File: src/rtl/seven_seg_pkg.sv
`default_nettype none
// ============================================================================
// Package     : seven_seg_pkg
// Description : Shared widths, scanner states and anode decode for the
//               seven-segment register file and its display scanner.
// Revision    : 1.0
// ============================================================================
package seven_seg_pkg;

    localparam int NUM_DIGITS = 4;
    localparam int DIGIT_W    = $clog2(NUM_DIGITS);
    localparam int ADDR_W     = 4;
    localparam int SEG_W      = 7;

    localparam logic [NUM_DIGITS-1:0] AN_OFF = 4'b1111;

    typedef enum logic [1:0] {
        IDLE  = 2'd0,
        BLANK = 2'd1,
        LOAD  = 2'd2,
        SHOW  = 2'd3
    } state_t;

    // Digit 0 is the leftmost position, which is driven by AN[NUM_DIGITS-1].
    function automatic logic [NUM_DIGITS-1:0] an_select(input logic [DIGIT_W-1:0] digit);
        logic [NUM_DIGITS-1:0] w_msb;
        w_msb = {1'b1, {(NUM_DIGITS-1){1'b0}}};
        return ~(w_msb >> digit);
    endfunction

endpackage
`default_nettype wire

File: src/rtl/seven_seg_scanner_if.sv
`default_nettype none
// ============================================================================
// Interface   : seven_seg_scanner_if
// Description : Read port of the segment register file: address bits out,
//               combinational segment code back.
// Revision    : 1.0
// ============================================================================
interface seven_seg_scanner_if;
    import seven_seg_pkg::*;

    logic             RA3;
    logic             RA2;
    logic             RA1;
    logic             RA0;
    logic [SEG_W-1:0] DATA;

    modport master (
        output RA3, RA2, RA1, RA0,
        input  DATA
    );

    modport slave (
        input  RA3, RA2, RA1, RA0,
        output DATA
    );

endinterface
`default_nettype wire

File: src/rtl/tick_div.sv
`default_nettype none
// ============================================================================
// Module      : tick_div
// Description : Modulo-N counter with synchronous active-low clear and a
//               terminal-count pulse; optionally holds at N-1.
// Revision    : 1.0
// ============================================================================
module tick_div #(
    parameter int N = 4,
    parameter int W = 2
) (
    input  wire logic clk,
    input  wire logic i_clr_n,
    input  wire logic i_en,
    input  wire logic i_wrap_ok,
    output logic      o_tc
);

    localparam logic [W-1:0] c_LAST = W'(N - 1);

    logic [W-1:0] r_count;
    logic         w_at_last;

    assign w_at_last = (r_count == c_LAST);

    // With i_wrap_ok low the count parks at N-1 instead of wrapping.
    always_ff @(posedge clk) begin
        if (!i_clr_n) begin
            r_count <= '0;
        end else if (i_en && !w_at_last) begin
            r_count <= r_count + W'(1);
        end else if (i_en && i_wrap_ok) begin
            r_count <= '0;
        end
    end

    assign o_tc = i_clr_n & i_en & i_wrap_ok & w_at_last;

endmodule
`default_nettype wire

File: src/rtl/seven_seg_scanner.sv
`default_nettype none
// ============================================================================
// Module      : seven_seg_scanner
// Description : Time-multiplexed four-digit common-anode driver that scrolls
//               a window across the 16-entry segment register file.
// Revision    : 1.0
// ============================================================================
module seven_seg_scanner
    import seven_seg_pkg::*;
#(
    parameter int REFRESH_DIV = 1000,
    parameter int SCROLL_DIV  = 250
) (
    input  wire logic                  CLK,
    input  wire logic                  CLRN,
    input  wire logic                  EN,
    input  wire logic                  SCROLL_EN,
    seven_seg_scanner_if.master        rf,
    output logic [SEG_W-1:0]           SEG,
    output logic [NUM_DIGITS-1:0]      AN,
    output logic                       WRAP
);

    localparam int                 c_PCNT_W     = $clog2(REFRESH_DIV);
    localparam int                 c_FCNT_W     = $clog2(SCROLL_DIV + 1);
    localparam logic [DIGIT_W-1:0] c_LAST_DIGIT = DIGIT_W'(NUM_DIGITS - 1);
    localparam logic [ADDR_W-1:0]  c_LAST_BASE  = '1;

    state_t                  r_state;
    state_t                  w_state_nxt;
    logic [DIGIT_W-1:0]      r_digit;
    logic [DIGIT_W-1:0]      w_digit_nxt;
    logic [ADDR_W-1:0]       r_base;
    logic [ADDR_W-1:0]       w_base_nxt;
    logic [ADDR_W-1:0]       r_ra;
    logic [ADDR_W-1:0]       w_ra_nxt;
    logic [SEG_W-1:0]        r_seg;
    logic [SEG_W-1:0]        w_seg_nxt;
    logic [NUM_DIGITS-1:0]   r_an;
    logic [NUM_DIGITS-1:0]   w_an_nxt;
    logic                    r_wrap;

    logic                    w_pcnt_clr_n;
    logic                    w_slot_tc;
    logic                    w_slot_end;
    logic                    w_frame_end;
    logic                    w_step;

    // Slot counter runs from the BLANK cycle; it is held clear while idle so
    // every slot, including the first after enable, is exactly REFRESH_DIV.
    assign w_pcnt_clr_n = CLRN & EN & (r_state != IDLE);

    tick_div #(
        .N (REFRESH_DIV),
        .W (c_PCNT_W)
    ) u_pcnt (
        .clk       (CLK),
        .i_clr_n   (w_pcnt_clr_n),
        .i_en      (1'b1),
        .i_wrap_ok (1'b1),
        .o_tc      (w_slot_tc)
    );

    assign w_slot_end  = w_slot_tc & (r_state == SHOW);
    assign w_frame_end = w_slot_end & (r_digit == c_LAST_DIGIT);

    // Frame counter parks at SCROLL_DIV-1 while scrolling is frozen, so the
    // step is taken at the first frame end after SCROLL_EN returns.
    tick_div #(
        .N (SCROLL_DIV),
        .W (c_FCNT_W)
    ) u_fcnt (
        .clk       (CLK),
        .i_clr_n   (CLRN),
        .i_en      (w_frame_end),
        .i_wrap_ok (SCROLL_EN),
        .o_tc      (w_step)
    );

    always_comb begin
        w_state_nxt = r_state;
        w_digit_nxt = r_digit;
        w_base_nxt  = r_base;
        w_ra_nxt    = r_ra;
        w_seg_nxt   = r_seg;
        w_an_nxt    = r_an;

        if (!EN) begin
            w_state_nxt = IDLE;
            w_digit_nxt = '0;
            w_an_nxt    = AN_OFF;
        end else begin
            case (r_state)
                IDLE: begin
                    w_state_nxt = BLANK;
                    w_digit_nxt = '0;
                    w_an_nxt    = AN_OFF;
                    w_ra_nxt    = r_base;
                end
                BLANK: begin
                    w_state_nxt = LOAD;
                    w_seg_nxt   = rf.DATA;
                end
                LOAD: begin
                    w_state_nxt = SHOW;
                    w_an_nxt    = an_select(r_digit);
                end
                SHOW: begin
                    if (w_slot_end) begin
                        w_state_nxt = BLANK;
                        w_digit_nxt = r_digit + DIGIT_W'(1);
                        w_an_nxt    = AN_OFF;
                        if (w_step) begin
                            w_base_nxt = r_base + ADDR_W'(1);
                        end
                        // Address follows the updated base/digit so RA is
                        // valid for the whole BLANK cycle.
                        w_ra_nxt = w_base_nxt + ADDR_W'(w_digit_nxt);
                    end
                end
                default: begin
                    w_state_nxt = IDLE;
                    w_an_nxt    = AN_OFF;
                end
            endcase
        end
    end

    always_ff @(posedge CLK) begin
        if (!CLRN) begin
            r_state <= IDLE;
            r_digit <= '0;
            r_base  <= '0;
            r_ra    <= '0;
            r_seg   <= '0;
            r_an    <= AN_OFF;
            r_wrap  <= 1'b0;
        end else begin
            r_state <= w_state_nxt;
            r_digit <= w_digit_nxt;
            r_base  <= w_base_nxt;
            r_ra    <= w_ra_nxt;
            r_seg   <= w_seg_nxt;
            r_an    <= w_an_nxt;
            r_wrap  <= w_step & (r_base == c_LAST_BASE);
        end
    end

    assign {rf.RA3, rf.RA2, rf.RA1, rf.RA0} = r_ra;
    assign SEG  = r_seg;
    assign AN   = r_an;
    assign WRAP = r_wrap;

endmodule
`default_nettype wire

File: src/flat_wrapper.sv
// flat-port wrapper written by rule: the top's interface ports become plain ports
module seven_seg_scanner_flat import seven_seg_pkg::*;
#(
    parameter int REFRESH_DIV = 1000,
    parameter int SCROLL_DIV  = 250
)
  (CLK, CLRN, EN, SCROLL_EN, SEG, AN, WRAP, rf_RA3, rf_RA2, rf_RA1, rf_RA0, rf_DATA);
  seven_seg_scanner_if rf_i ();
  input  wire logic CLK;
  input  wire logic CLRN;
  input  wire logic EN;
  input  wire logic SCROLL_EN;
  output logic [SEG_W-1:0] SEG;
  output logic [NUM_DIGITS-1:0] AN;
  output logic WRAP;
  output wire logic [$bits(rf_i.RA3)-1:0] rf_RA3;
  output wire logic [$bits(rf_i.RA2)-1:0] rf_RA2;
  output wire logic [$bits(rf_i.RA1)-1:0] rf_RA1;
  output wire logic [$bits(rf_i.RA0)-1:0] rf_RA0;
  input wire logic [$bits(rf_i.DATA)-1:0] rf_DATA;
  assign rf_RA3 = rf_i.RA3;
  assign rf_RA2 = rf_i.RA2;
  assign rf_RA1 = rf_i.RA1;
  assign rf_RA0 = rf_i.RA0;
  assign rf_i.DATA = rf_DATA;
  seven_seg_scanner #(.REFRESH_DIV(REFRESH_DIV), .SCROLL_DIV(SCROLL_DIV)) u_core (.CLK(CLK), .CLRN(CLRN), .EN(EN), .SCROLL_EN(SCROLL_EN), .rf(rf_i), .SEG(SEG), .AN(AN), .WRAP(WRAP));
endmodule
File: config.mk
export PLATFORM = sky130hd
export DESIGN_NAME = seven_seg_scanner_flat
export DESIGN_NICKNAME = d
export VERILOG_FILES = /design/src/rtl/seven_seg_pkg.sv /design/src/rtl/seven_seg_scanner_if.sv /design/src/rtl/tick_div.sv /design/src/rtl/seven_seg_scanner.sv /design/src/flat_wrapper.sv
export SDC_FILE = /design/constraint.sdc
export NUM_CORES = 1
export LEC_CHECK = 0
export ABC_AREA = 1
export CORE_MARGIN = 3
export CORE_UTILIZATION = 43
export DETAILED_ROUTE_END_ITERATION = 12
export GPL_ROUTABILITY_DRIVEN = 0
export SETUP_SLACK_MARGIN = 0.2
export SYNTH_ARGS = -nofsm -noshare
export SYNTH_HDL_FRONTEND = slang
export SYNTH_HIERARCHICAL = 1
export SYNTH_SLANG_ARGS = --single-unit
File: constraint.sdc
create_clock -name CLK -period 4.65 [get_ports CLK]
set_clock_uncertainty 0.2 [all_clocks]
set_input_delay 0.93 -clock CLK [delete_from_list [all_inputs] [get_ports CLK]]
set_output_delay 0.93 -clock CLK [all_outputs]
set_load 0.05 [all_outputs]
# ---- Word level (Yosys, flattened, before mapping)
# Cells that the tools add are included.
dict set report op_classes {
  n_addsub 5
  bitwise 11
  eq_ne 8
  shifts 1
  n_mux 14
  reduce_logical 15
}
# cell n
set op_table {}
lappend op_table {{$mux 4} 6}
lappend op_table {{$mux 8} 2}
lappend op_table {{$pmux 4 s3} 1}
lappend op_table {{$add 10x1->10 const B} 1}
lappend op_table {{$eq 10x10->1 const B} 1}
lappend op_table {{$and 1x1->1} 9}
lappend op_table {{$add 8x1->8 const B} 1}
lappend op_table {{$eq 8x8->1 const B} 1}
lappend op_table {{$pmux 2 s4} 1}
lappend op_table {{$pmux 4 s2} 1}
lappend op_table {{$reduce_and 2->1} 4}
lappend op_table {{$eq 2x2->1 const B} 3}
lappend op_table {{$reduce_and 3->1} 2}
lappend op_table {{$reduce_bool 2->1} 3}
lappend op_table {{$add 4x1->4 const B} 1}
lappend op_table {{$add 4x2->4} 1}
lappend op_table {{$eq 4x4->1 const B} 1}
lappend op_table {{$mux 2} 2}
lappend op_table {{$not 4->4} 1}
lappend op_table {{$pmux 2 s2} 1}
lappend op_table {{$shr 4x2->4 const A} 1}
lappend op_table {{$reduce_bool 3->1} 1}
lappend op_table {{$add 2x1->2 const B} 1}
lappend op_table {{$eq 2x1->1 const B} 1}
lappend op_table {{6 further kinds} 7}
dict set report totals {
  regBits 42
  inputBits 11
}

# ---- Depth between registers and ports, before layout
dict set report logic_depth {
  ltp_word 15
  mapped_depth 20
}

# ---- Modules after synthesis
# The synthesis kept the hierarchy.
# module instances seq_area_each_um2 area_per_inst_um2 cells_each
set modules_own_cells {}
lappend modules_own_cells {seven_seg_scanner 1 480.5 1207.4 155}
lappend modules_own_cells {{tick_div (u_core.u_pcnt)} 1 200.2 689.4 110}
lappend modules_own_cells {{tick_div (u_core.u_fcnt)} 1 160.2 483.0 71}

# ---- Least setup slack after synthesis
# No wires, ideal clock.
dict set report synth_timing {
  path_kind {input to register}
  start {in CLRN}
  end {reg u_core.r_ra[3]}
  stages 18
  t_required_ns 4.380
  setup_time_ns 0.070
  arrival_time_ns 3.821
  path_slack_ns 0.560
  cell_sequence {nand2_1 > nor2_1 > inv_1 > nor2_1 > nand2_2 > nor2_1 > nand2_2 > nor3_1 > o21ai_0 > ha_1 > nand2_1 > nand2_1 > inv_1 > nor2_1 > nand3_1 > nand3_1 > nand2_1 > a21oi_1}
}
dict set report synth_between {
  elab_chain_len 15
}
# item line_no
set synth_rtl {}
lappend synth_rtl {{from (decl)} flat_wrapper.sv:10} ;# input wire logic CLRN;
lappend synth_rtl {{$and 1x1->1 (2 in a row)} seven_seg_scanner.sv:51} ;# assign w_pcnt_clr_n = CLRN & EN & (r_state != IDLE);
lappend synth_rtl {{via u_core.w_pcnt_clr_n} seven_seg_scanner.sv:43} ;# logic w_pcnt_clr_n;
lappend synth_rtl {{$and 1x1->1} tick_div.sv:37} ;# assign o_tc = i_clr_n & i_en & i_wrap_ok & w_at_last;
lappend synth_rtl {{via u_core.w_slot_tc} seven_seg_scanner.sv:44} ;# logic w_slot_tc;
lappend synth_rtl {{$and 1x1->1} seven_seg_scanner.sv:64} ;# assign w_slot_end = w_slot_tc & (r_state == SHOW);
lappend synth_rtl {{$and 1x1->1} seven_seg_scanner.sv:65} ;# assign w_frame_end = w_slot_end & (r_digit == c_LAST_DIGIT);
lappend synth_rtl {{via u_core.w_frame_end} seven_seg_scanner.sv:46} ;# logic w_frame_end;
lappend synth_rtl {{$and 1x1->1 (3 in a row)} tick_div.sv:37}
lappend synth_rtl {{via u_core.w_step} seven_seg_scanner.sv:47} ;# logic w_step;
lappend synth_rtl {{$mux 4} seven_seg_scanner.sv:113} ;# if (w_step) begin
lappend synth_rtl {{$mux 4} seven_seg_scanner.sv:109} ;# if (w_slot_end) begin
lappend synth_rtl {{$mux 4} seven_seg_scanner.sv:93} ;# case (r_state)
lappend synth_rtl {{$mux 4} seven_seg_scanner.sv:88} ;# if (!EN) begin
lappend synth_rtl {{$add 4x2->4} seven_seg_scanner.sv:118} ;# w_ra_nxt = w_base_nxt + ADDR_W'(w_digit_nxt);
lappend synth_rtl {{$mux 4} seven_seg_scanner.sv:109}
lappend synth_rtl {{$pmux 4 s2} seven_seg_scanner.sv:93}
lappend synth_rtl {{to (signal assigned)} seven_seg_scanner.sv:142} ;# r_ra <= w_ra_nxt;
lappend synth_rtl {{to (decl)} seven_seg_scanner.sv:35} ;# logic [ADDR_W-1:0] r_ra;
# The timed path passes the listed nets, and every way through them passes these cells. The select of a mux whose other input is x is not followed.
# A chain may end at the register's enable or synchronous reset.

# ---- Final worst setup path
dict set report layout_timing {
  start {in EN}
  end {reg u_core.r_ra[3]}
}
dict set report layout_between {
  elab_chain_len 15
}
# item line_no
set layout_rtl {}
lappend layout_rtl {{from (decl)} flat_wrapper.sv:11} ;# input wire logic EN;
lappend layout_rtl {{$and 1x1->1 (2 in a row)} seven_seg_scanner.sv:51}
lappend layout_rtl {{via u_core.w_pcnt_clr_n} seven_seg_scanner.sv:43}
lappend layout_rtl {{$and 1x1->1} tick_div.sv:37}
lappend layout_rtl {{via u_core.w_slot_tc} seven_seg_scanner.sv:44}
lappend layout_rtl {{$and 1x1->1} seven_seg_scanner.sv:64}
lappend layout_rtl {{$and 1x1->1} seven_seg_scanner.sv:65}
lappend layout_rtl {{via u_core.w_frame_end} seven_seg_scanner.sv:46}
lappend layout_rtl {{$and 1x1->1 (3 in a row)} tick_div.sv:37}
lappend layout_rtl {{via u_core.w_step} seven_seg_scanner.sv:47}
lappend layout_rtl {{$mux 4} seven_seg_scanner.sv:113}
lappend layout_rtl {{$mux 4} seven_seg_scanner.sv:109}
lappend layout_rtl {{$mux 4} seven_seg_scanner.sv:93}
lappend layout_rtl {{$mux 4} seven_seg_scanner.sv:88}
lappend layout_rtl {{$add 4x2->4} seven_seg_scanner.sv:118}
lappend layout_rtl {{$mux 4} seven_seg_scanner.sv:109}
lappend layout_rtl {{$pmux 4 s2} seven_seg_scanner.sv:93}
# The timed path passes the listed nets, and every way through them passes these cells. The select of a mux whose other input is x is not followed.

==> impl_metrics.env <==
export IMPL_outcome="finished, final reports clean"
export IMPL_area_growth_syn_to_layout_pct=19.8
export IMPL_die_w_um=80.4
export IMPL_cp_common_cell="nand2_1"
export IMPL_synth_top_area_share_pct=35.3
export IMPL_worst_slew_pin_slew_ns=0.513
export IMPL_wl_um=5060
export IMPL_synth_fa_ha_area_share_pct=8.73
export IMPL_ant_nets=0
export IMPL_drv_cap=0
export IMPL_crit_path_max_incr_delay_ns=0.54
export IMPL_path_buf_inv=3
export IMPL_dieArea_um2=6460
export IMPL_drive_gt1_share_pct=10.5
export IMPL_pre_cts_slack_ns=-0.135
export IMPL_avgRoutedWirePerCell_um=11.5
export IMPL_rsz0062_at_grt="no"
export IMPL_hold_buffers=0
export IMPL_period_needed_ns=4.04
export IMPL_final_cell_area_um2=2850
export IMPL_grt_pass1_vias=2122
export IMPL_crit_family="simple AND/OR/NAND/NOR gates"
export IMPL_synthArstFlopShare_pct=0
export IMPL_max_vdd_ir_drop_v=0.000211
export IMPL_core_area_um2=5240
export IMPL_dpl_cell_area_um2=2740
export IMPL_die_height_um=80.4
export IMPL_fp_row_count=26
export IMPL_path_max_fanout=9
export IMPL_clk_pin_slew_worst_paths_ns=0.08
export IMPL_ys_flop_type="dfxtp_1"
export IMPL_cp_end_kind="flip-flop"
export IMPL_grt_ovfl_total=0
export IMPL_seq_area_frac_synth_pct=35.3
export IMPL_pin_count=27
export IMPL_muxShareOfSynthArea_pct=0
export IMPL_synth_compound_area_share_pct=14.2
export IMPL_port_buffers=26
export IMPL_hpwl_um=3880
export IMPL_first_iter_violations=85
export IMPL_drc_errors=0
export IMPL_start_kind="input pin"
export IMPL_h_tree_depth=2
export IMPL_antenna_found_initial=0
export IMPL_setup_tns_ns=0
export IMPL_synth_largest_area_cell="dfxtp_1"
export IMPL_drt_first_pass_iters=4
export IMPL_cts_tree="yes"
export IMPL_power_uw=701
export IMPL_relSlewSlack_pct=65.7
export IMPL_yosysWarnings=6
export IMPL_synth_xor_area_share_pct=1.10
export IMPL_synth_edf_count=0
export IMPL_grt_pass1_wl_um=9260
export IMPL_syn_inst=336
export IMPL_initial_utilization_pct=45.4
export IMPL_slowest_stage="clkdlybuf4s50_1"
export IMPL_worst_skew_pair_late_latency_ns=0.29
export IMPL_final_max_slew_violation_count=0
export IMPL_cp_data_required_time_ns=4.68
export IMPL_crit_chain="clkdlybuf4s50_1 > nand2_1 > nor2_1 > inv_1 > nor2_1 > nand2_2 > nor2_2 > nand2_2 > nor3_4 > o21ai_0 > ha_1 > nand2_1 > nand2_1 > inv_1 > nor2_1 > nand3_1 > nand3_1 > nand2_1 > a21oi_1"
export IMPL_numCtsBuffers=5
export IMPL_power_density_nw_per_um2=246
export IMPL_cts_sinks=42
export IMPL_fin_crit_sh_pct=86.9
export IMPL_hold_class="reg2reg"
export IMPL_finalHoldViolations=0
export IMPL_max_clock_freq_ghz=0.247
export IMPL_netlist_area_um2=2380
export IMPL_grt_max_degree=18
export IMPL_setup_violations=0
export IMPL_synthDistinctLibCells=33
export IMPL_syn_avg_cell_area_um2=7.08
export IMPL_clockRootBuffer="clkbuf_8"
export IMPL_worst_setup_path_type="in2reg"
export IMPL_ys_ff_latch=42
export IMPL_vias=2166
export IMPL_clk_path_buf_depth=2
export IMPL_post_cts_buffers=0
export IMPL_arrival_ns=4.07
export IMPL_synthSimpleGateAreaFrac_pct=33.1
export IMPL_nets=398
export IMPL_synth_top_family_by_area="simple AND/OR/NAND/NOR gates"
export IMPL_via_per_inst=4.90
export IMPL_p_leak_uw=0.00111
export IMPL_synth_area_leaders="dfxtp_1, nand2_1, ha_1"
export IMPL_fin_ws_ns=0.608
export IMPL_n_antenna_cell=0
export IMPL_grt_usage_pct=17.8
[cells by family after synthesis]
group | Yosys count
xor+xnor | 3
buf+inv | 45
simple gates | 168
compound gates | 61
fa+ha+maj | 16
flops | 42
other cells | 1
[metrics by stage]
| step | instances | utilization, % | hold WS, ns |
|---|---|---|---|
| after floorplan | 337 | - | 0.251 |
| after global placement | 434 | 52.4 | 0.247 |
| after detailed placement | 434 | 52.4 | 0.249 |
| after CTS | 442 | 54.3 | 0.269 |
| after global routing | 442 | 54.4 | 0.292 |
| final | 442 | 54.4 | 0.264 |
[cell usage after synthesis (all sizes together) (2+ instances only)]
master,number
dfxtp,42
o21bai,2
o21ai,22
nand3b,2
a211o,4
nor3,4
nor2,47
ha,15
nand3,34
xor2,2
nand4,2
inv,42
a31oi,2
nand2,79
a21oi,28
[layout by cell type, fill, tap and decap left out, drive strengths merged]
master,netlist,layout
nand2,79,79
nor2,47,47
dfxtp,42,42
inv,42,42
nand3,34,34
a21oi,28,28
clkdlybuf4s50,0,26
o21ai,22,22
ha,15,15
clkbuf,1,6
a211o,4,4
nor3,4,4
buf,1,3
clkinv,1,2
xor2,2,2
a31oi,2,2
o21bai,2,2
nand3b,2,2
conb,1,2
nand4,2,2
clkinvlp,0,1
xnor2,1,1
a211oi,1,1
o31ai,1,1
fa,1,1
a21boi,1,1
[worst register-to-register path, stage by stage (launching register included)]
cell     delay, ns
dfxtp_1       0.40
inv_1         0.10
ha_1          0.23
nor2_1        0.14
inv_1         0.10
nor2_1        0.25
nand2_2       0.16
nor2_2        0.24
nand2_2       0.19
nor3_4        0.30
o21ai_0       0.25
ha_1          0.34
nand2_1       0.05
nand2_1       0.07
inv_1         0.04
nor2_1        0.10
nand3_1       0.07
nand3_1       0.07
nand2_1       0.05
a21oi_1       0.10
[layer usage]
layer	routed length [µm]	up-vias	global-route usage [%]
met3	175	8	3.59
met1	2530	968	23.8
met2	2290	30	28.8
met4	65	0	5.57
li1	-	1160	-
met5	0	-	0
[where the power goes]
part	internal [µW]	switching, µW	total (µW)
Clock	119	126	245
Sequential	367	4.12	371
Combinational	30.9	53.8	84.8
[worst paths after layout]
kind,start,end,slack (ns),cells past startpoint
min reg2reg,u_core/AN[3],u_core/AN[3],0.26,1
max,EN,u_core/r_ra[3],0.61,19
min,u_core/AN[3],u_core/AN[3],0.26,1
max reg2reg,u_core/r_state[0],u_core/r_ra[3],1.14,19
[repair_timing]
| item | CTS | global route |
|---|---|---|
| setup endpoints to repair | 1 | 3 |
| gates resized for setup | 1 | 2 |
| cloned | 0 | 0 |
[final cells by class]
type,instances,area (µm²)
timing repair buffer,29,283
fill,524,2390
sequential,42,841
clock inverter,2,12.5
inverter,43,163
clock buffer,6,82.6
multi-input combinational,250,1380
tap,70,87.6
[sequential cells by signal, summed over array words and instances (netlist names)]
register,count
u_core/AN,4
u_core/r_digit,2
u_core/u_fcnt/r_count,8
u_core/r_base,4
u_core/r_ra,4
u_core/u_pcnt/r_count,10
u_core/r_state,2
u_core/SEG,7
u_core/WRAP,1
(Power assumes the default switching activity.)
